===== src/rtl/seq_mult16.sv =====
// Unsigned 16x16->32 shift-and-add multiplier, one multiplier bit per clock,
// with a 16-bit carry-lookahead adder forming each partial sum.

module cla_add16 (
  input  logic [15:0] x,
  input  logic [15:0] y,
  input  logic        cin,
  output logic [15:0] sum,
  output logic        cout
);
  logic [15:0] g;
  logic [15:0] p;
  logic [15:0] c;
  logic [3:0]  gg;
  logic [3:0]  gp;
  logic [4:0]  gc;

  assign g     = x & y;
  assign p     = x ^ y;
  assign gc[0] = cin;

  // Group generate/propagate across 4-bit groups; bit carries ripple only inside a group.
  for (genvar gi = 0; gi < 4; gi++) begin : g_group
    assign gp[gi] = &p[4*gi +: 4];
    assign gg[gi] = g[4*gi+3]
                  | (p[4*gi+3] & g[4*gi+2])
                  | (p[4*gi+3] & p[4*gi+2] & g[4*gi+1])
                  | (p[4*gi+3] & p[4*gi+2] & p[4*gi+1] & g[4*gi]);
    assign gc[gi+1] = gg[gi] | (gp[gi] & gc[gi]);
    assign c[4*gi]  = gc[gi];
    for (genvar bj = 0; bj < 3; bj++) begin : g_bit
      assign c[4*gi+bj+1] = g[4*gi+bj] | (p[4*gi+bj] & c[4*gi+bj]);
    end
  end

  assign sum  = p ^ c;
  assign cout = gc[4];
endmodule

module seq_mult16 (
  input  logic        clk,
  input  logic        rst,
  input  logic        start,
  input  logic [15:0] a,
  input  logic [15:0] b,
  output logic        ready,
  output logic        done,
  output logic [31:0] product
);
  localparam logic [1:0] ST_IDLE = 2'd0;
  localparam logic [1:0] ST_RUN  = 2'd1;
  localparam logic [1:0] ST_DONE = 2'd2;

  logic [1:0]  state_reg;
  logic [15:0] m_reg;
  logic [15:0] acc_reg;
  logic [15:0] q_reg;
  logic [4:0]  cnt_reg;
  logic [31:0] product_reg;
  logic        ready_reg;
  logic        done_reg;

  logic [15:0] addend;
  logic [15:0] sum;
  logic        cout;
  logic [31:0] shifted;

  assign addend = q_reg[0] ? m_reg : 16'h0000;

  cla_add16 u_add (
    .x    (acc_reg),
    .y    (addend),
    .cin  (1'b0),
    .sum  (sum),
    .cout (cout)
  );

  // 33-bit right shift of {cout, sum, Q}; the carry must land in A[15].
  assign shifted = {cout, sum, q_reg[15:1]};

  always_ff @(posedge clk) begin
    if (rst) begin
      state_reg   <= ST_IDLE;
      m_reg       <= 16'h0000;
      acc_reg     <= 16'h0000;
      q_reg       <= 16'h0000;
      cnt_reg     <= 5'd0;
      product_reg <= 32'h0000_0000;
      ready_reg   <= 1'b1;
      done_reg    <= 1'b0;
    end else begin
      case (state_reg)
        ST_IDLE: begin
          if (start) begin
            m_reg     <= a;
            q_reg     <= b;
            acc_reg   <= 16'h0000;
            cnt_reg   <= 5'd0;
            ready_reg <= 1'b0;
            state_reg <= ST_RUN;
          end
        end
        ST_RUN: begin
          acc_reg <= shifted[31:16];
          q_reg   <= shifted[15:0];
          cnt_reg <= cnt_reg + 5'd1;
          if (cnt_reg == 5'd15) begin
            product_reg <= shifted;
            done_reg    <= 1'b1;
            state_reg   <= ST_DONE;
          end
        end
        ST_DONE: begin
          done_reg  <= 1'b0;
          ready_reg <= 1'b1;
          state_reg <= ST_IDLE;
        end
        default: begin
          done_reg  <= 1'b0;
          ready_reg <= 1'b1;
          state_reg <= ST_IDLE;
        end
      endcase
    end
  end

  assign ready   = ready_reg;
  assign done    = done_reg;
  assign product = product_reg;
endmodule


===== config.mk =====
export PLATFORM = sky130hd
export DESIGN_NAME = seq_mult16
export DESIGN_NICKNAME = d
export VERILOG_FILES = /design/src/rtl/seq_mult16.sv
export SDC_FILE = /design/constraint.sdc
export NUM_CORES = 1
export LEC_CHECK = 0
export ABC_AREA = 1
export CAP_MARGIN = 20
export CORE_MARGIN = 1
export CORE_UTILIZATION = 50
export DETAILED_ROUTE_END_ITERATION = 7
export HOLD_SLACK_MARGIN = 0.08
export PLACE_DENSITY = 0.76
export SYNTH_ARGS = -nofsm -noshare
export SYNTH_HDL_FRONTEND = slang
export SYNTH_SLANG_ARGS = --single-unit

===== constraint.sdc =====
create_clock -name clk -period 4.01 [get_ports clk]
set_input_delay 0.401 -clock clk [delete_from_list [all_inputs] [get_ports clk]]
set_output_delay 0.401 -clock clk [all_outputs]
set_load 0.02 [all_outputs]

==> PnR_summary.wiki <==
{| class="wikitable"
! Metric !! Value
|-
| Status || complete, no violations
|-
| Category of cells accounting for the largest share of critical-path delay || adder cells
|-
| Biggest fanout along the worst timing path || 17
|-
| Syn avg cell area || 7.888 µm²
|-
| Initial DRT Pass Iterations || 5
|-
| Post-Route Skew || 0.01005 ns
|-
| Register area || 1782 µm²
|-
| Number of H-tree levels || 3
|-
| Area occupied by multi-input gates || 2002 µm²
|-
| Clock sink count || slightly below 90
|-
| Drt via density || 5.206
|-
| Die Outline Area || 8617 µm²
|-
| # nets final || 642
|-
| DRC marker count from the first detailed-route iteration || around 180
|-
| Worst-skew pair later-pin latency || about 0.37 ns
|-
| Sequential share of the synthesized area || 0.4319
|-
| Post-CTS Resized || 0
|-
| HPWL after DPL || 6359 µm
|-
| Path type of the worst min-delay path || register to register
|-
| Unrepaired setup endpoints after global routing || no
|-
| Number of buffers on the longest clock path || 2
|-
| Global-route congestion overflow total || 0
|-
| Share of the synthesized area in the top cell type || 0.4319
|-
| Starting Density || 0.5257
|-
| Count of standard-cell rows || 32
|-
| Fraction of final layout cells sized beyond drive strength 1 || 0.07890
|-
| Actual slew at the worst max-slew pin || approximately 0.73 ns
|-
| Final routed wire length divided by cell count || 14.05 µm
|-
| GRT Overall Usage || 0.2384
|-
| Top cell type by total area after synthesis || sky130_fd_sc_hd__dfxtp_1
|-
| Maximum clock rate || 300.0 MHz
|-
| Cts hold-fix bufs || 0
|-
| Critical path arrival || about 3.6 ns
|-
| Antenna Violating Nets Remaining || 0
|-
| Warnings from Yosys || 0
|-
| Number of antenna violations at the first check in global routing || 0
|-
| Final worst setup slack || 0.6771 ns
|-
| Buffering stage count on the worst path with inverters included || 3
|-
| Vias || 3,566
|-
| Clock input transition at the sequential cells of the worst setup and hold paths || roughly 0.090 ns
|-
| Total negative setup slack || 0 ns
|-
| Net switching power || 468.6 µW
|-
| Hold violation count in the final report || 0
|-
| Cell at the root of the clock tree || sky130_fd_sc_hd__clkbuf_8
|-
| Sequential fraction of design power || 0.507
|-
| Vias in the first global route || 3,617
|-
| Count of flip-flops with a built-in enable after synthesis || 0
|-
| Element type at the critical path end || register
|-
| Register-to-register setup slack || 0.68 ns
|-
| Cell type with the highest occurrence count on the critical path || sky130_fd_sc_hd__nand2_1
|-
| Leading post-synthesis cells by cell area || sky130_fd_sc_hd__dfxtp_1, sky130_fd_sc_hd__nand2_1, sky130_fd_sc_hd__ha_1
|-
| Cell leakage power || between 2 and 2.5 nW
|-
| Core box area || 7848 µm²
|-
| Die Ht || 92.83 µm
|-
| Startpoint of the tightest hold check path || q_reg[10]
|-
| IR drop worst, VDD || 0.0002266 V
|-
| Post-Layout Cell Count || 685
|-
| Net Sw Frac || 0.2499
|-
| Reg-to-Reg End || acc_reg[9]
|-
| Placer Congestion || 0.7945
|-
| Total of buffers placed on input and output ports || between 60 and 70
|-
| Crit-path cells || nand2_1 > inv_1 > ha_1 > inv_1 > nand2_1 > nand2_1 > nand2_1 > nand2_1 > nand2_1 > inv_1 > fa_1 > fa_1 > fa_1 > or2_2 > a21oi_1
|-
| Comb power frac || 0.096
|-
| Wire length of the first global-routing pass || 16,170 µm
|-
| IO Pins || just under 70
|-
| Total wire length || around 9600 µm
|-
| Design internal power || ~1.4 mW
|-
| Number of buffers created by CTS || 9
|-
| Area growth syn-to-layout || 22.75%
|-
| Cell with the largest stage delay on the worst path || sky130_fd_sc_hd__dfxtp_1
|-
| Setup bufs post-CTS || 0
|-
| Number of antenna repair diodes || 0
|-
| Main flop type after synthesis || sky130_fd_sc_hd__dfxtp_1
|-
| Max-Slew Margin vs Limit || 0.5110
|-
| Asr flop ratio synth || 0
|-
| Synthesis-stage register bit count || between 80 and 90
|-
| Instance count of the mapped netlist || 523
|-
| Top cells by count, synth || sky130_fd_sc_hd__nand2_1, sky130_fd_sc_hd__dfxtp_1, sky130_fd_sc_hd__inv_1, sky130_fd_sc_hd__nor2_1, sky130_fd_sc_hd__o21ai_0
|-
| Crit-path max cell delay || 0.74 ns
|-
| Setup violation total in the final timing report || 0
|-
| Cell Pwr Density || around 370 nW/µm²
|-
| Max reg flops || 32
|-
| Reg2Reg Launch Point || q_reg[0]
|-
| Final cycle utilization of the critical path || 0.8311
|-
| Placement Setup Slack || slightly below 0.7 ns
|-
| Most instantiated library cell after synthesis || sky130_fd_sc_hd__nand2_1
|-
| DRC || 0
|-
| Summed instance area of the synthesized netlist || 4125 µm²
|-
| Logic depth of the worst register-to-register path || 15
|-
| Max-Cap Viols || 0
|-
| Worst min-delay path endpoint || product[9]
|-
| Path type of the worst setup path || register to register
|-
| Slew Viols, Final || 0
|-
| Horizontal die dimension || 92.83 µm
|-
| Pin count of the biggest net entering global routing || 49
|-
| Worst hold path cell count || 2
|-
| Number of fill cells || 707
|-
| Unique masters post-synth || 30
|-
| Placed insts || 669
|-
| Required time of the critical path || around 4.3 ns
|-
| Clock network fraction of design power || 0.396
|-
| TritonCTS clock tree || yes
|-
| Type of origin of the critical path || register
|-
| Minimum clock period after layout || 3.333 ns
|-
| Synthesized netlist net count || 587
|}
==> worst register-to-register path, cell delays in order (launching register included) <==
cell	delay, ns
sky130_fd_sc_hd__dfxtp_1	0.74
sky130_fd_sc_hd__nand2_1	0.21
sky130_fd_sc_hd__inv_1	0.10
sky130_fd_sc_hd__ha_1	0.14
sky130_fd_sc_hd__inv_1	0.04
sky130_fd_sc_hd__nand2_1	0.05
sky130_fd_sc_hd__nand2_1	0.04
sky130_fd_sc_hd__nand2_1	0.08
sky130_fd_sc_hd__nand2_1	0.06
sky130_fd_sc_hd__nand2_1	0.08
sky130_fd_sc_hd__inv_1	0.05
sky130_fd_sc_hd__fa_1	0.37
sky130_fd_sc_hd__fa_1	0.39
sky130_fd_sc_hd__fa_1	0.48
sky130_fd_sc_hd__or2_2	0.31
sky130_fd_sc_hd__a21oi_1	0.13
==> kinds of logic after synthesis <==
family | count (synthesis) | synth area share
AOI/OAI and AO/OA | 97 | 0.1353
xor gates and xnor gates | 4 | 0.008494
buffers and inverters | 81 | 0.08280
and+or+nand+nor | 223 | 0.2335
adders and majority gates | 29 | 0.1080
DFF | 89 | 0.4319
==> cell type report <==
cell class                 instances  share of cell area
clock buffer                       9             0.02446
clock inverter                     7             0.02347
inverter                          53             0.03929
multi-input combinational        353              0.3954
sequential                        89              0.3519
tap                              102             0.02520
timing repair buffer              72              0.1404
==> cell usage in the layout, fill, tap and decap left out, types with 3 or more instances in the layout <==
cell type                         count
sky130_fd_sc_hd__nand3_1             34
sky130_fd_sc_hd__o21ai_0             40
sky130_fd_sc_hd__bufinv_16            3
sky130_fd_sc_hd__inv_1               46
sky130_fd_sc_hd__buf_4                4
sky130_fd_sc_hd__a31oi_1             16
sky130_fd_sc_hd__nor2_1              40
sky130_fd_sc_hd__or2_2                8
sky130_fd_sc_hd__dfxtp_1             89
sky130_fd_sc_hd__ha_1                18
sky130_fd_sc_hd__or2_0                4
sky130_fd_sc_hd__clkbuf_8             9
sky130_fd_sc_hd__clkdlybuf4s50_1     68
sky130_fd_sc_hd__a21oi_1             26
sky130_fd_sc_hd__nand2_1            132
sky130_fd_sc_hd__inv_2                5
sky130_fd_sc_hd__o21ai_2              9
sky130_fd_sc_hd__fa_1                11
==> worst max-delay path by stage <==
stage | startpoint | end | cells past startpoint
after CTS | q_reg[0] | acc_reg[9] | 15
after detailed placement | q_reg[0] | acc_reg[9] | 15
final | q_reg[0] | acc_reg[9] | 15
after global routing | q_reg[0] | acc_reg[9] | 15
after floorplan | q_reg[0] | acc_reg[9] | 15
after global placement | q_reg[0] | acc_reg[9] | 15
==> metrics by stage <==
stage	hold WS, ns	instance area (µm²)	total power [mW]	utilization
after floorplan	0.4352	4125	1.078	-
after global placement	0.4462	4821	1.142	0.6143
after detailed placement	0.4479	4821	1.149	0.6143
final	0.4616	5064	1.875	0.6452
after global routing	0.4812	5064	1.945	0.6452
after CTS	0.4612	5064	1.882	0.6452
==> layer usage <==
metal / up-vias / wire length, µm / track usage
met4: 0 / 166 / 0.08462
met5: - / 0 / 0
met1: 1675 / 4370 / 0.2907
met2: 88 / 4707 / 0.4099
li1: 1789 / - / -
met3: 14 / 383 / 0.05419
==> power groups by stage <==
| stage | logic, mW | clock network, mW | registers, mW |
|---|---|---|---|
| final | 0.181 | 0.743 | 0.951 |
| after global routing | 0.204 | 0.786 | 0.956 |
| after CTS | 0.181 | 0.751 | 0.950 |
| after detailed placement | 0.179 | 0 | 0.970 |
| after global placement | 0.173 | 0 | 0.969 |
| after floorplan | 0.120 | 0 | 0.958 |
Note: power is estimated with default switching activity, not from simulation.
